## config.mk

```make
export PLATFORM = sky130hd
export DESIGN_NAME = bpc_blk_arb
export DESIGN_NICKNAME = d
export VERILOG_FILES = /design/src/rtl/bpc_blk_arb.sv
export SDC_FILE = /design/constraint.sdc
export NUM_CORES = 1
export LEC_CHECK = 0
export CORE_ASPECT_RATIO = 0.8
export CORE_MARGIN = 2
export CORE_UTILIZATION = 25
export DETAILED_ROUTE_END_ITERATION = 16
export PLACE_DENSITY = 0.68
export SYNTH_ARGS = -nofsm -noshare
export SYNTH_HDL_FRONTEND = slang
export SYNTH_SLANG_ARGS = --single-unit
```

## constraint.sdc

```tcl
create_clock -name clk -period 1.95 [get_ports clk]
set_input_delay 0.195 -clock clk [delete_from_list [all_inputs] [get_ports clk]]
set_output_delay 0.195 -clock clk [all_outputs]
set_load 0.01 [all_outputs]
```

## src/rtl/bpc_blk_arb.sv

```systemverilog
// ---------------------------------------------------------------------------
// bpc_blk_arb
// Block-level arbiter and sequencer that shares one BPC compressor among
// NUM_REQ requesters. Each grant covers exactly one block of BEATS_PER_BLK
// 64-bit beats. The block is framed with sop/eop toward the compressor. The
// requester ID of each granted block is queued in an in-order ID FIFO. When
// the compressor signals the end of a compressed block, the matching ID is
// popped from the FIFO and reported on blk_id_o.
//
// Build option:
//   BPC_ARB_FIXED_PRIO_EN  defined   -> fixed priority, lowest index wins,
//                                       rr_ptr held at 0
//                          undefined -> round-robin starting at rr_ptr
//
// Ports:
//   clk          in   clock
//   rst_n        in   asynchronous active-low reset
//   req_valid_i  in   [NUM_REQ]      per-requester beat valid
//   req_data_i   in   [NUM_REQ*64]   per-requester beat data, r at [64r+:64]
//   req_ready_o  out  [NUM_REQ]      per-requester beat accept
//   cmp_data_o   out  [64]           beat to compressor
//   cmp_valid_o  out                 beat valid to compressor
//   cmp_sop_o    out                 first beat of block
//   cmp_eop_o    out                 last beat of block
//   cmp_valid_i  in                  compressor output valid
//   cmp_eop_i    in                  compressor output end of block
//   blk_done_o   out                 one-cycle pulse, compressed block done
//   blk_id_o     out  [clog2(NUM_REQ)] requester ID of completed block
//   busy_o       out                 in XFER or ID FIFO non-empty
//   err_o        out                 sticky: compressor eop with FIFO empty
// ---------------------------------------------------------------------------
module bpc_blk_arb #(
   parameter int NUM_REQ       = 4,
   parameter int BEATS_PER_BLK = 16,
   parameter int ID_FIFO_DEPTH = 4
) (
   input  logic                         clk,
   input  logic                         rst_n,
   input  logic [NUM_REQ-1:0]           req_valid_i,
   input  logic [NUM_REQ*64-1:0]        req_data_i,
   output logic [NUM_REQ-1:0]           req_ready_o,
   output logic [63:0]                  cmp_data_o,
   output logic                         cmp_valid_o,
   output logic                         cmp_sop_o,
   output logic                         cmp_eop_o,
   input  logic                         cmp_valid_i,
   input  logic                         cmp_eop_i,
   output logic                         blk_done_o,
   output logic [$clog2(NUM_REQ)-1:0]   blk_id_o,
   output logic                         busy_o,
   output logic                         err_o
);

   localparam int IDW = $clog2(NUM_REQ);
   localparam int BCW = $clog2(BEATS_PER_BLK);
   localparam int PW  = $clog2(ID_FIFO_DEPTH);

   localparam logic [BCW-1:0] LAST_BEAT      = BCW'(BEATS_PER_BLK - 1);
   localparam logic [IDW-1:0] LAST_ID        = IDW'(NUM_REQ - 1);
   localparam logic [PW:0]    FIFO_DEPTH_CNT = (PW+1)'(ID_FIFO_DEPTH);
   localparam logic [IDW:0]   NUM_REQ_W      = (IDW+1)'(NUM_REQ);

   typedef enum logic [0:0] {
      ST_IDLE = 1'b0,
      ST_XFER = 1'b1
   } state_t;

   // ------------------------------------------------------------------
   // Registers
   // ------------------------------------------------------------------
   state_t                r_state;
   logic [IDW-1:0]        r_gnt_id;
   logic [BCW-1:0]        r_beat_cnt;
   logic [IDW-1:0]        r_rr_ptr;
   logic [NUM_REQ-1:0]    r_req_ready;
   logic [63:0]           r_cmp_data;
   logic                  r_cmp_valid;
   logic                  r_cmp_sop;
   logic                  r_cmp_eop;
   logic                  r_blk_done;
   logic [IDW-1:0]        r_blk_id;
   logic                  r_err;
   logic [IDW-1:0]        r_fifo_mem [ID_FIFO_DEPTH];
   logic [PW:0]           r_wr_ptr;
   logic [PW:0]           r_rd_ptr;

   // ------------------------------------------------------------------
   // Next-state / combinational wires
   // ------------------------------------------------------------------
   state_t                w_state_nxt;
   logic [IDW-1:0]        w_gnt_id_nxt;
   logic [BCW-1:0]        w_beat_cnt_nxt;
   logic [IDW-1:0]        w_rr_ptr_nxt;
   logic [NUM_REQ-1:0]    w_req_ready_nxt;
   logic [63:0]           w_cmp_data_nxt;
   logic                  w_cmp_valid_nxt;
   logic                  w_cmp_sop_nxt;
   logic                  w_cmp_eop_nxt;
   logic                  w_blk_done_nxt;
   logic [IDW-1:0]        w_blk_id_nxt;
   logic                  w_err_nxt;
   logic                  w_push;
   logic                  w_pop;
   logic                  w_eop_in;

   logic [PW:0]           w_fifo_cnt;
   logic                  w_fifo_empty;
   logic                  w_fifo_full;
   logic [IDW-1:0]        w_fifo_head;

   logic [IDW-1:0]        w_search_base;
   logic [IDW:0]          w_cand;
   logic                  w_win_found;
   logic [IDW-1:0]        w_win_id;

   logic                  w_accept;
   logic [63:0]           w_gnt_data;

   // ------------------------------------------------------------------
   // ID FIFO status. Pointers carry an extra wrap bit so full and empty
   // are distinguishable; full is taken from the pre-pop count, so a push
   // is refused at full even if a pop happens in the same cycle.
   // ------------------------------------------------------------------
   assign w_fifo_cnt   = r_wr_ptr - r_rd_ptr;
   assign w_fifo_empty = (r_wr_ptr == r_rd_ptr);
   assign w_fifo_full  = (w_fifo_cnt == FIFO_DEPTH_CNT);
   assign w_fifo_head  = r_fifo_mem[r_rd_ptr[PW-1:0]];

   // Granted requester's beat and the handshake on it.
   assign w_gnt_data = req_data_i[{r_gnt_id, 6'b000000} +: 64];
   assign w_accept   = (r_state == ST_XFER) & req_valid_i[r_gnt_id]
                     & r_req_ready[r_gnt_id];

`ifdef BPC_ARB_FIXED_PRIO_EN
   assign w_search_base = '0;
`else
   assign w_search_base = r_rr_ptr;
`endif

   // Arbiter: first valid requester at or after the search base, wrapping.
   always_comb begin
      w_win_found = 1'b0;
      w_win_id    = '0;
      w_cand      = '0;
      for (int i = 0; i < NUM_REQ; i++) begin
         // base + i never exceeds 2*NUM_REQ-2, so one conditional subtract
         // is enough to wrap it back into range.
         w_cand = {1'b0, w_search_base} + (IDW+1)'(i);
         w_cand = (w_cand >= NUM_REQ_W) ? (w_cand - NUM_REQ_W) : w_cand;
         if (!w_win_found && req_valid_i[w_cand[IDW-1:0]]) begin
            w_win_found = 1'b1;
            w_win_id    = w_cand[IDW-1:0];
         end else begin
            w_win_found = w_win_found;
            w_win_id    = w_win_id;
         end
      end
   end

   // FSM next state, grant bookkeeping and compressor-side beat staging.
   always_comb begin
      w_state_nxt     = r_state;
      w_gnt_id_nxt    = r_gnt_id;
      w_beat_cnt_nxt  = r_beat_cnt;
      w_rr_ptr_nxt    = r_rr_ptr;
      w_req_ready_nxt = r_req_ready;
      w_cmp_data_nxt  = r_cmp_data;
      w_cmp_valid_nxt = 1'b0;
      w_cmp_sop_nxt   = 1'b0;
      w_cmp_eop_nxt   = 1'b0;
      w_push          = 1'b0;
      case (r_state)
         ST_IDLE: begin
            if (w_win_found && !w_fifo_full) begin
               w_push          = 1'b1;
               w_gnt_id_nxt    = w_win_id;
               w_beat_cnt_nxt  = '0;
               w_req_ready_nxt = {{(NUM_REQ-1){1'b0}}, 1'b1} << w_win_id;
               w_state_nxt     = ST_XFER;
`ifdef BPC_ARB_FIXED_PRIO_EN
               w_rr_ptr_nxt    = '0;
`else
               w_rr_ptr_nxt    = (w_win_id == LAST_ID) ? '0 : (w_win_id + 1'b1);
`endif
            end else begin
               w_req_ready_nxt = '0;
            end
         end
         ST_XFER: begin
            // A valid gap simply holds the grant; only accepted beats count.
            if (w_accept) begin
               w_cmp_data_nxt  = w_gnt_data;
               w_cmp_valid_nxt = 1'b1;
               w_cmp_sop_nxt   = (r_beat_cnt == '0);
               w_cmp_eop_nxt   = (r_beat_cnt == LAST_BEAT);
               if (r_beat_cnt == LAST_BEAT) begin
                  w_beat_cnt_nxt  = '0;
                  w_req_ready_nxt = '0;
                  w_state_nxt     = ST_IDLE;
               end else begin
                  w_beat_cnt_nxt  = r_beat_cnt + 1'b1;
               end
            end else begin
               w_beat_cnt_nxt = r_beat_cnt;
            end
         end
         default: begin
            w_state_nxt     = ST_IDLE;
            w_req_ready_nxt = '0;
            w_beat_cnt_nxt  = '0;
         end
      endcase
   end

   // Return path: pop on compressor eop, flag an eop with nothing queued.
   always_comb begin
      w_eop_in       = cmp_valid_i & cmp_eop_i;
      w_pop          = w_eop_in & ~w_fifo_empty;
      w_blk_done_nxt = w_pop;
      w_err_nxt      = r_err | (w_eop_in & w_fifo_empty);
      if (w_pop) begin
         w_blk_id_nxt = w_fifo_head;
      end else begin
         w_blk_id_nxt = r_blk_id;
      end
   end

   // FSM state register.
   always_ff @(posedge clk or negedge rst_n) begin
      if (!rst_n) begin
         r_state <= ST_IDLE;
      end else begin
         r_state <= w_state_nxt;
      end
   end

   // Grant, beat counter, round-robin pointer and all registered outputs.
   always_ff @(posedge clk or negedge rst_n) begin
      if (!rst_n) begin
         r_gnt_id    <= '0;
         r_beat_cnt  <= '0;
         r_rr_ptr    <= '0;
         r_req_ready <= '0;
         r_cmp_data  <= 64'd0;
         r_cmp_valid <= 1'b0;
         r_cmp_sop   <= 1'b0;
         r_cmp_eop   <= 1'b0;
         r_blk_done  <= 1'b0;
         r_blk_id    <= '0;
         r_err       <= 1'b0;
      end else begin
         r_gnt_id    <= w_gnt_id_nxt;
         r_beat_cnt  <= w_beat_cnt_nxt;
         r_rr_ptr    <= w_rr_ptr_nxt;
         r_req_ready <= w_req_ready_nxt;
         r_cmp_data  <= w_cmp_data_nxt;
         r_cmp_valid <= w_cmp_valid_nxt;
         r_cmp_sop   <= w_cmp_sop_nxt;
         r_cmp_eop   <= w_cmp_eop_nxt;
         r_blk_done  <= w_blk_done_nxt;
         r_blk_id    <= w_blk_id_nxt;
         r_err       <= w_err_nxt;
      end
   end

   // ID FIFO storage and pointers; push and pop may happen together.
   always_ff @(posedge clk or negedge rst_n) begin
      if (!rst_n) begin
         r_wr_ptr <= '0;
         r_rd_ptr <= '0;
         for (int i = 0; i < ID_FIFO_DEPTH; i++) begin
            r_fifo_mem[i] <= '0;
         end
      end else begin
         if (w_push) begin
            r_fifo_mem[r_wr_ptr[PW-1:0]] <= w_win_id;
            r_wr_ptr                     <= r_wr_ptr + 1'b1;
         end else begin
            r_wr_ptr <= r_wr_ptr;
         end
         if (w_pop) begin
            r_rd_ptr <= r_rd_ptr + 1'b1;
         end else begin
            r_rd_ptr <= r_rd_ptr;
         end
      end
   end

   assign req_ready_o = r_req_ready;
   assign cmp_data_o  = r_cmp_data;
   assign cmp_valid_o = r_cmp_valid;
   assign cmp_sop_o   = r_cmp_sop;
   assign cmp_eop_o   = r_cmp_eop;
   assign blk_done_o  = r_blk_done;
   assign blk_id_o    = r_blk_id;
   assign err_o       = r_err;
   assign busy_o      = (r_state == ST_XFER) | ~w_fifo_empty;

endmodule

```

# --- Word level (Yosys, flattened, before mapping) ---
# Cells that the tools add are included.
word_totals:
  elab_cells: 126
  regBits: 98
  inputBits: 264
  output_inout_bits: 76
classes:
  shifts: 2
  bitwise_logic: 11
  order_cmp: 12
  add_sub_neg: 12
  n_reduce_logical: 14
  mux: 50
  n_eq_ne: 7
op_table:
  columns: ["op", "count"]
  rows:
  - ["$shiftx A256 B9 Y64", 1]
  - ["$mux W2", 12]
  - ["$mux W4", 6]
  - ["$mux W1", 20]
  - ["$pmux W4 S2", 2]
  - ["$ge A3 B3 Y1 const B", 5]
  - ["$lt A2 B3 Y1 const B", 5]
  - ["$bmux W1 S2", 6]
  - ["$bwmux W8", 1]
  - ["$reduce_and A2 Y1", 4]
  - ["$sub A2 B1 Y2 const B", 4]
  - ["$add A2 B2 Y3 const B", 2]
  - ["$add A3 B1 Y3 const B", 2]
  - ["$not A2 Y3", 2]
  - ["$and A1 B1 Y1", 5]
  - ["$logic_and A1 B1 Y1", 5]
  - ["$add A4 B1 Y4 const B", 1]
  - ["$bmux W2 S2", 1]
  - ["$demux W2 S2", 1]
  - ["$eq A4 B4 Y1 const B", 1]
  - ["$logic_not A1 Y1", 4]
  - ["$logic_not A4 Y1", 1]
  - ["$ne A2 B1 Y1 const B", 2]
  - ["$shl A1 B2 Y4 const A", 1]
  - ["12 further kinds", 14]

# --- Longest topological paths before layout ---
# Gate-level depths: netlist of run 1.
logic_depth:
  word_depth: 17
  ltp_mapped: 8

# --- Worst setup path after synthesis of run 1 ---
# Ideal clock, no wire load.
synth_path:
  path_kind: "register -> register"
  from: "reg r_rd_ptr[0]"
  to: "reg r_gnt_id[1]"
  path_buffers: 2
  arrival_ps: 1850
  period_less_slack_ps: 1978
  path_stages_with_launch: 8
  required_ps: 1822
  setup_time_ps: 128
  setup_slack_ps: -28
  cell_sequence: "dfrtp_1 ha_1 nand2_1 or3_1 buf_6 and3_4 buf_6 mux2_1"
synth_between:
  elab_chain_len: 5
synth_lines:
  columns: ["item", "line", "rtl"]
  rows:
  - ["start, declared", "85", "logic [PW:0] r_rd_ptr;"]
  - ["start signal, assigned", "282", "r_rd_ptr <= r_rd_ptr + 1'b1;"]
  - ["start signal, assigned", "284", "r_rd_ptr <= r_rd_ptr;"]
  - ["$sub A3 B3 Y3", "124", "assign w_fifo_cnt = r_wr_ptr - r_rd_ptr;"]
  - ["$eq A3 B3 Y1", "126", "assign w_fifo_full = (w_fifo_cnt == FIFO_DEPTH_CNT);"]
  - ["$logic_not A1 Y1", "174", "if (w_win_found && !w_fifo_full) begin"]
  - ["$logic_and A1 B1 Y1", "174", null]
  - ["$reduce_and A2 Y1 (no source line)", null, null]
  - ["end signal, assigned", "252", "r_gnt_id <= w_gnt_id_nxt;"]
  - ["end, declared", "72", "logic [IDW-1:0] r_gnt_id;"]
# No other way between the ends.
# A chain may end at the register's enable or synchronous reset.

# --- Worst setup path in the final report of run 1 ---
layout_path:
  from: "reg r_req_ready[3] (netlist: req_ready_o[3])"
  to: "reg r_cmp_data[49] (netlist: cmp_data_o[49])"
layout_between:
  elab_chain_len: 4
layout_lines:
  columns: ["item", "line", "rtl"]
  rows:
  - ["start, declared", "75", "logic [NUM_REQ-1:0] r_req_ready;"]
  - ["start signal, assigned", "255", "r_req_ready <= w_req_ready_nxt;"]
  - ["$bmux W1 S2", "132", "& r_req_ready[r_gnt_id];"]
  - ["$mux W1 (implied by the code)", "132", null]
  - ["$and A1 B1 Y1", "132", null]
  - ["$reduce_and A2 Y1 (no source line)", null, null]
  - ["end signal, assigned", "256", "r_cmp_data <= w_cmp_data_nxt;"]
  - ["end, declared", "76", "logic [63:0] r_cmp_data;"]
# No other way between the ends. The select of a mux whose other input is x is not followed.

==> results of run 1 <==
-- final cells by class --
cell class	instances	share of cell area
multi-input combinational	230	0.313
sequential	98	0.243
clock buffer	9	0.0222
antenna	1	0.000247
timing repair buffer	378	0.373
clock inverter	7	0.00814
tap	306	0.0378
inverter	10	0.00370
-- report_power, final --
| group | total [mW] | internal, mW | leakage [nW] | switching [mW] |
|---|---|---|---|---|
| combinational | 7.92 | 4.93 | 2.77 | 2.99 |
| clock | 1.88 | 1.02 | 0.145 | 0.859 |
| sequential | 3.66 | 3.05 | 1.17 | 0.618 |
| total | 13.5 | 8.99 | 4.08 | 4.47 |
-- repair_timing --
item | in CTS | in global routing
hold buffers | 1 | 0
pin swaps | 0 | 1
hold endpoints to repair | 67 | 0
cloned | 0 | 2
buffers inserted | 1 | 1
setup endpoints to repair | 1 | 67
gates resized for setup | 2 | 34
-- critical path, stage by stage (launching register included) --
cell and delay [ps]:
dfrtp_1 390, and2_1 160, mux4_2 550, nand2_8 150, clkbuf_16 200, mux2_2 340
-- sequential cells by signal, indices dropped and copies added (netlist names) --
register,count
r_gnt_id,2
r_wr_ptr,3
cmp_eop_o,1
cmp_sop_o,1
blk_done_o,1
req_ready_o,4
r_beat_cnt,4
r_state,1
r_rd_ptr,3
r_fifo_mem,8
blk_id_o,2
err_o,1
r_rr_ptr,2
cmp_data_o,64
cmp_valid_o,1
-- metrics by stage --
step / cells / setup WS, ps / hold slack, ps / setup TNS, ps
after floorplan: 364 / 16.1 / -101 / 0
after global placement: 1017 / -210 / 48.0 / -13610
final: 1039 / 31.5 / 212 / 0
after global routing: 1039 / -35.8 / 236 / -866
after detailed placement: 1017 / -239 / 47.6 / -15220
after CTS: 1035 / 14.7 / 191 / 0
-- routing by layer --
layer,part of all wire,track usage
met1,0.41,0.198
met3,0.085,0.0585
met2,0.49,0.273
met5,0.00065,0
met4,0.0085,0.0230
-- cell usage in the layout, fill, tap and decap left out, types with 2 or more instances in the layout --
| cell | netlist | final |
|---|---|---|
| clkdlybuf4s50_1 | 0 | 337 |
| dfrtp_1 | 98 | 95 |
| mux4_2 | 68 | 68 |
| mux2_2 | 48 | 45 |
| buf_4 | 0 | 32 |
| mux2_4 | 1 | 27 |
| ha_1 | 13 | 12 |
| clkbuf_16 | 0 | 11 |
| nand2_1 | 11 | 10 |
| inv_1 | 10 | 9 |
| nand4_1 | 7 | 7 |
| mux2_1 | 29 | 6 |
| buf_12 | 0 | 5 |
| nor2_1 | 5 | 4 |
| o21ai_0 | 5 | 4 |
| and2_1 | 3 | 4 |
| xnor2_1 | 4 | 4 |
| a22o_2 | 4 | 4 |
| nand2b_1 | 3 | 3 |
| nor2b_1 | 3 | 3 |
| nand3_1 | 3 | 3 |
| inv_6 | 0 | 3 |
| a21oi_1 | 2 | 2 |
| xor2_1 | 2 | 2 |
| a31oi_1 | 2 | 2 |
| clkinvlp_4 | 0 | 2 |
| dfrtp_4 | 0 | 2 |
-- kinds of logic (layout without fill, tap and decap cells) --
group | Yosys count | in the layout | synth area share
buffers and inverters | 36 | 404 | 0.0342
DFF | 98 | 98 | 0.432
muxes | 147 | 147 | 0.427
adders and majority gates | 13 | 13 | 0.0287
AOI/OAI and AO/OA | 20 | 20 | 0.0260
other | 0 | 1 | 0
and+or+nand+nor | 44 | 44 | 0.0424
xor gates and xnor gates | 6 | 6 | 0.00926
-- worst max-delay path by stage --
stage	startpoint	end	slack, ps	cells after the start
floorplan	req_ready_o[3]$_DFFE_PN0P_	cmp_data_o[10]$_DFFE_PN0P_	20	6
global placement	req_valid_i[0]	cmp_data_o[0]$_DFFE_PN0P_	-210	6
detailed placement	req_valid_i[1]	cmp_data_o[59]$_DFFE_PN0P_	-240	6
CTS	r_rd_ptr[1]$_DFFE_PN0P_	busy_o	10	7
global route	req_ready_o[3]$_DFFE_PN0P_	cmp_data_o[43]$_DFFE_PN0P_	-40	5
finish	req_ready_o[3]$_DFFE_PN0P_	cmp_data_o[49]$_DFFE_PN0P_	30	5
==> impl_metrics.tcl, run 1 <==
set metrics [dict create \
    synth_flop_cell "dfrtp_1" \
    power_density_mw_per_mm2 1330 \
    die_y_um 139 \
    synth_area_mm2 0.00567 \
    slew_headroom 0.671 \
    clk_latency_ps 350 \
    cp.arrival_ps 2150 \
    grt_max_degree 60 \
    fin_util 0.453 \
    ios 340 \
    synth.area.top_cells "dfrtp_1 43%, mux4_2 27%, mux2_2 9.5%" \
    ys_seq_elements 98 \
    cts_tree "built" \
    synth_top_area_share 0.432 \
    grt_pass1_vias 5107 \
    reg2reg_to "cmp_data_o[49]$_DFFE_PN0P_" \
    row_count 49 \
    viasPerCell 4.58 \
    postSynth.asyncResetShare 1.00 \
    design.die.area_mm2 0.0239 \
    hpwl_mm 15.4 \
    start_util 0.254 \
    dr.pass1.iters 4 \
    reg2regPathDepth 5 \
    root_buffer "clkbuf_16" \
    fin_skew_ps 8.79 \
    syn_inst 364 \
    synth-edff-count 0 \
    grt_pass1_wl_mm 29.2 \
    fmax_ghz 0.521 \
    core_mm2 0.0224 \
    cts_buffers 9 \
    worstPathRequired_ps 2180 \
    path_clk_slew_ps 80 \
    placed_cell_area_mm2 0.00964 \
    rrSetupSlack_ps 30 \
    vias 4756 \
    path_max_fanout 16 \
    setup_viol 0 \
    cap_violations 0 \
    drc 0 \
    ctsLongestPathBuffers 2 \
    multiInputGateArea_mm2 0.00317 \
    synth_area_per_cell_um2 15.6 \
    cp-end-kind "flip-flop" \
    grt_usage 0.160 \
    hold_path_class "input port to async pin" \
    final_area_mm2 0.0101 \
    routed_wirelength_mm 19.9 \
    post-route-min-period_ps 1920 \
    die_w_um 172 \
    drive_gt1_frac 0.288 \
    fin_crit_sh 0.984 \
    power_mw 13.5 \
    n_fill_cell 2026 \
    synthesis.nets 641 \
    portBuffers 339 \
    hold_viol 0 \
    tightest_slew_ps 493 \
    place.gp.congestion 0.783 \
    grt_remaining_overflow 0 \
    r2r-start "req_ready_o[3]$_DFFE_PN0P_" \
    cts.sinks 98 \
    worstSetupStartpointType "flip-flop" \
    yosys-top-cells-count "98 x dfrtp_1, 68 x mux4_2, 48 x mux2_2" \
    ys_warn_count 0 \
    drv_slew 0 \
    area.sequential_mm2 0.00246 \
    ant_nets 0 \
    rsz0062_at_grt "true" \
    area.growth.synth_to_final_pct 78.8 \
    wl_per_cell_um 19.1 \
    htreeDepth 3 \
    status "complete, no violations" \
    vdd_ir_drop_max_v 0.000536 \
    yosys.area.top_type "dfrtp_1" \
    leakage_nw 4.08 \
    synth_cell_types 40 \
    antenna_found_initial 3 \
    final_nets 1004 \
    seq_area_frac_synth 0.432 \
    synth.most_common_cell "dfrtp_1" \
    critPathKind "flip-flop to flip-flop" \
    drt_iter0_markers 194 \
]
(Power assumes the default switching activity.)
==> run 2, diff against run 1 <==
==> constraint.sdc (replaced) <==
create_clock -name clk -period 1.95 [get_ports clk]
set_input_delay 0.195 -clock clk [delete_from_list [all_inputs] [get_ports clk]]
set_output_delay 0.195 -clock clk [all_outputs]
set_load 0.1 [all_outputs]
==> run 2 against run 1 <==
  * The flow now finishes with violations (setup timing)
  * Critical path depth unchanged
  * Register-to-register slack got worse by 80 ps
  * Global-route usage increased by 0.70 points
  * Critical endpoint is now cmp_data_o[10]$_DFFE_PN0P_
  * Highest routed layer unchanged
==> impl_metrics.tcl, run 2 (same netlist as run 1, synthesis figures left out) <==
set metrics [dict create \
    status "complete, but fails checks" \
    violations "setup timing" \
    tightest_slew_ps 435 \
    placed_cell_area_mm2 0.00959 \
    ios 340 \
    row_count 49 \
    core_mm2 0.0224 \
    cap_violations 0 \
    drc 0 \
    cp-end-kind "flip-flop" \
    path_max_fanout 24 \
    grt_remaining_overflow 0 \
    rrSetupSlack_ps -50 \
    ctsLongestPathBuffers 2 \
    rsz0062_at_grt "true" \
    grt_pass1_vias 5080 \
    slew_headroom 0.710 \
    grt_pass1_wl_mm 29.9 \
    reg2reg_to "cmp_data_o[10]$_DFFE_PN0P_" \
    hold_path_class "input port to async pin" \
    antenna_found_initial 1 \
    layout_commonest_cell "clkdlybuf4s50_1" \
    wl_per_cell_um 19.5 \
    cts_buffers 9 \
    reg2regPathDepth 5 \
    critPathKind "flip-flop to flip-flop" \
    worstPathRequired_ps 2180 \
    power_density_mw_per_mm2 1840 \
    post-route-min-period_ps 2000 \
    power_mw 18.3 \
    htreeDepth 3 \
    clk_latency_ps 350 \
    r2r-start "req_ready_o[3]$_DFFE_PN0P_" \
    final_cells 1047 \
    setup_viol 56 \
    path_clk_slew_ps 70 \
    dr.pass1.iters 4 \
    start_util 0.254 \
    critPathLaunch "req_ready_o[3]$_DFFE_PN0P_" \
    hold_viol 0 \
    root_buffer "clkbuf_16" \
    design.die.area_mm2 0.0239 \
    grt_max_degree 43 \
    fin_crit_sh 1.02 \
    final_cell_mix "262 x clkdlybuf4s50_1, 115 x buf_4, 91 x dfrtp_1, 68 x mux4_2, 44 x mux2_2" \
    cts_tree "built" \
    cp.arrival_ps 2230 \
    vias 4817 \
    die_w_um 172 \
    ant_nets 0 \
    fmax_ghz 0.500 \
    worstSetupStartpointType "flip-flop" \
    drt_iter0_markers 203 \
    vdd_ir_drop_max_v 0.000985 \
    largest_register_ffs 64 \
    drv_slew 0 \
    timing.hold.ws_ps 328 \
    viasPerCell 4.60 \
    area.growth.synth_to_final_pct 75.7 \
    worstSetupEndpoint "cmp_data_o[10]$_DFFE_PN0P_" \
    drive_gt1_frac 0.392 \
    die_y_um 139 \
    routed_wirelength_mm 20.4 \
    pre_cts_ws_ps -223 \
    hpwl_mm 16.3 \
    portBuffers 339 \
    grt_usage 0.167 \
    dp.cells 1029 \
    fin_skew_ps 6.61 \
    cts.sinks 98 \
    worst_slack_ps -48.4 \
    final_area_mm2 0.00997 \
    leakage_nw 4.15 \
    place.gp.congestion 0.778 \
    final_nets 1012 \
]
run 2: changes by cell type in the layout (fill, tap and decap cells not counted), moves of 3 or more:
| cell | previous run | this run |
|---|---|---|
| buf_4 | 32 | 115 |
| clkdlybuf4s50_1 | 337 | 262 |
| mux2_1 | 6 | 15 |
| mux2_4 | 27 | 19 |
| dfrtp_1 | 95 | 91 |
| buf_12 | 5 | 8 |
| dfrtp_4 | 2 | 5 |
run 2: worst min-delay path by stage:
| stage | from | endpoint | slack [ps] | cells after the start |
|---|---|---|---|---|
| global placement | rst_n | r_fifo_mem[6]$_DFFE_PN0P_ | 180 | 1 |
| finish | rst_n | r_fifo_mem[4]$_DFFE_PN0P_ | 330 | 2 |
| global route | rst_n | req_ready_o[0]$_DFFE_PN0P_ | 370 | 2 |
| floorplan | rst_n | blk_done_o$_DFF_PN0_ | -100 | 0 |
| detailed placement | rst_n | r_fifo_mem[4]$_DFFE_PN0P_ | 180 | 1 |
| CTS | rst_n | req_ready_o[0]$_DFFE_PN0P_ | 330 | 2 |
run 2: where the power goes:
part / internal [mW] / switching (mW)
Clock: 0.910 / 0.831
Sequential: 3.06 / 0.664
Combinational: 4.60 / 8.26
Total: 8.57 / 9.75
run 2: per-stage QoR:
stage	TNS, ps	util
detailed placement	-13910	0.429
floorplan	-8660	-
CTS	-1830	0.443
global route	-4130	0.445
finish	-1460	0.445
global placement	-12240	0.429
run 2: metal layers:
metal | vias to the layer above | wire (um) | track usage
met4 | 2 | 191 | 0.0349
li1 | 2172 | - | -
met3 | 17 | 1650 | 0.0459
met2 | 189 | 9890 | 0.282
met1 | 2437 | 8630 | 0.215
met5 | - | 13 | 0
run 2: cell type report:
cell class	count	area, um^2
clock buffer	11	243
timing repair buffer	386	3660
clock inverter	5	37.5
antenna	1	2.50
tap	306	383
fill	2042	12400
sequential	98	2470
multi-input combinational	230	3130
inverter	10	37.5
run 2: timing repair:
item / 4_1_cts / 5_1_grt
endpoints found under the hold margin: 28 / 0
resized for setup: 10 / 12
setup buffers: 0 / 0
cloned: 0 / 0
hold buffers: 1 / 0
endpoints found under the setup margin: 61 / 65
run 2: worst max-delay path, cell delays in order (launching register included):
cell and delay (ps):
dfrtp_4 490, and2_4 140, mux4_2 540, nand2_4 160, buf_12 190, mux2_1 350
==> run 3, diff against run 2 <==
--- a/config.mk
+++ b/config.mk
@@ -10,6 +10,7 @@
 export CORE_UTILIZATION = 25
 export DETAILED_ROUTE_END_ITERATION = 16
 export PLACE_DENSITY = 0.68
+export RECOVER_POWER = 100
 export SYNTH_ARGS = -nofsm -noshare
 export SYNTH_HDL_FRONTEND = slang
 export SYNTH_SLANG_ARGS = --single-unit
==> run 3 against run 2 <==
  * The run still ends with setup timing left
  * Hold slack gained 140 ps
  * Sequential power about the same
  * Final cell count is essentially flat
  * Critical endpoint unchanged
==> impl_metrics.tcl, run 3 (same netlist as run 1, synthesis figures left out) <==
set metrics [dict create \
    grt_remaining_overflow 0 \
    fin_crit_sh 1.02 \
    cts.sinks 98 \
    grt_usage 0.167 \
    largest_register_ffs 64 \
    rrSetupSlack_ps -50 \
    slew_headroom 0.469 \
    grt_pass1_vias 5080 \
    cts_buffers 9 \
    ctsLongestPathBuffers 2 \
    core_mm2 0.0224 \
    start_util 0.254 \
    worst_slack_ps -46.2 \
    grt_pass1_wl_mm 29.9 \
    rsz0062_at_grt "true" \
    status "complete, but fails checks" \
    fin_skew_ps 6.82 \
    wl_met2_mm 9.86 \
    final_nets 1012 \
    clk_latency_ps 350 \
    root_buffer "clkbuf_16" \
    wl_per_cell_um 19.4 \
    timing.hold.ws_ps 463 \
    antenna_found_initial 1 \
    drive_gt1_frac 0.389 \
    setup_viol 53 \
    design.die.area_mm2 0.0239 \
    layout_commonest_cell "clkdlybuf4s50_1" \
    cpMaxStageDelayCell "mux4_2" \
    grt_max_degree 43 \
    leakage_nw 4.09 \
    antenna_cells 0 \
    cp.arrival_ps 2220 \
    area.growth.synth_to_final_pct 71.7 \
    hold_viol 0 \
    htreeDepth 3 \
    portBuffers 339 \
    worstPathRequired_ps 2180 \
    worst_path_largest_cell_delay_ps 540 \
    final_cell_mix "262 x clkdlybuf4s50_1, 91 x dfrtp_1, 78 x clkbuf_2, 68 x mux4_2, 44 x mux2_2" \
    critPathLaunch "req_ready_o[3]$_DFFE_PN0P_" \
    drc 0 \
    path_max_fanout 24 \
    power_mw 17.8 \
    tightest_slew_ps 797 \
    crit_family "multiplexers" \
    dr_wl_met3_mm 1.72 \
    cp-end-kind "flip-flop" \
    drv_slew 0 \
    hpwl_mm 16.3 \
    die_w_um 172 \
    path_clk_slew_ps 70 \
    r2r-start "req_ready_o[3]$_DFFE_PN0P_" \
    worstSetupEndpoint "cmp_data_o[10]$_DFFE_PN0P_" \
    met1Wirelength_mm 8.53 \
    violations "setup timing" \
    fmax_ghz 0.501 \
    reg2regPathDepth 5 \
    row_count 49 \
    cap_violations 0 \
    worstSetupStartpointType "flip-flop" \
    ios 340 \
    routed_wirelength_mm 20.3 \
    routed.top_layer "met5" \
    cts_tree "built" \
    dr.pass1.iters 4 \
    die_y_um 139 \
    place.gp.congestion 0.778 \
    post-route-min-period_ps 2000 \
    final_cells 1046 \
    critPathBufInv 1 \
    ant_nets 0 \
    critPathKind "flip-flop to flip-flop" \
    power_density_mw_per_mm2 1830 \
    vias 4781 \
    hold_path_class "input port to async pin" \
    dp.cells 1029 \
    crit_cells 5 \
    crit_chain "and2_4, mux4_2, nand2_4, buf_12, mux2_1" \
    viasPerCell 4.57 \
    reg2reg_to "cmp_data_o[10]$_DFFE_PN0P_" \
    vdd_ir_drop_max_v 0.000926 \
    drt_iter0_markers 203 \
]
-- run 3: cell types whose count changed in the layout (fill, tap and decap cells not counted), moves of 2 or more --
cell	delta
clkbuf_4	+2
clkbuf_2	+78
buf_4	-80
buf_12	-2
-- run 3: worst min-delay path by stage --
stage | slack, ps | cells past startpoint | to | startpoint
floorplan | -100 | 0 | blk_done_o$_DFF_PN0_ | rst_n
global placement | 180 | 1 | r_fifo_mem[6]$_DFFE_PN0P_ | rst_n
detailed placement | 180 | 1 | r_fifo_mem[4]$_DFFE_PN0P_ | rst_n
CTS | 330 | 2 | req_ready_o[0]$_DFFE_PN0P_ | rst_n
global route | 510 | 2 | err_o$_DFF_PN0_ | cmp_eop_i
finish | 460 | 2 | r_fifo_mem[4]$_DFFE_PN0P_ | rst_n
-- run 3: final cells by class --
| cell class | count | area (um^2) |
|---|---|---|
| repair buffers | 386 | 3440 |
| multi-input cells | 230 | 3130 |
| flip-flops and latches | 98 | 2470 |
| inverters | 10 | 37.5 |
| well taps | 306 | 383 |
| clock buffers | 11 | 243 |
| fillers | 2071 | 12600 |
| clock inverters | 5 | 37.5 |
-- run 3: layer usage --
metal / up-vias / global-route usage
li1: 2168 / -
met1: 2406 / 0.215
met2: 188 / 0.282
met3: 17 / 0.0459
met4: 2 / 0.0349
met5: - / 0
-- run 3: power by group --
group	internal, mW	switching, mW	total (mW)
clock	0.910	0.832	1.74
combinational	4.10	8.25	12.4
sequential	3.06	0.654	3.72
total	8.07	9.73	17.8
-- run 3: through the flow --
stage                     worst slack [ps]  instance area, um^2  setup TNS [ps]   util
after floorplan                       -170                 5710           -8660      -
after global placement                -192                 9590          -12240  0.429
after detailed placement              -223                 9590          -13910  0.429
after CTS                            -62.2                 9920           -1830  0.443
after global routing                 -97.0                 9740           -4300  0.435
final                                -46.2                 9740           -1250  0.435
-- run 3: what timing repair did --
| action | CTS | global route |
|---|---|---|
| endpoints found under the hold margin | 28 | 0 |
| buffers inserted | 0 | 0 |
| resized for setup | 10 | 12 |
| hold buffers | 1 | 0 |
| pin swaps | 0 | 0 |
| setup endpoints to repair | 61 | 65 |
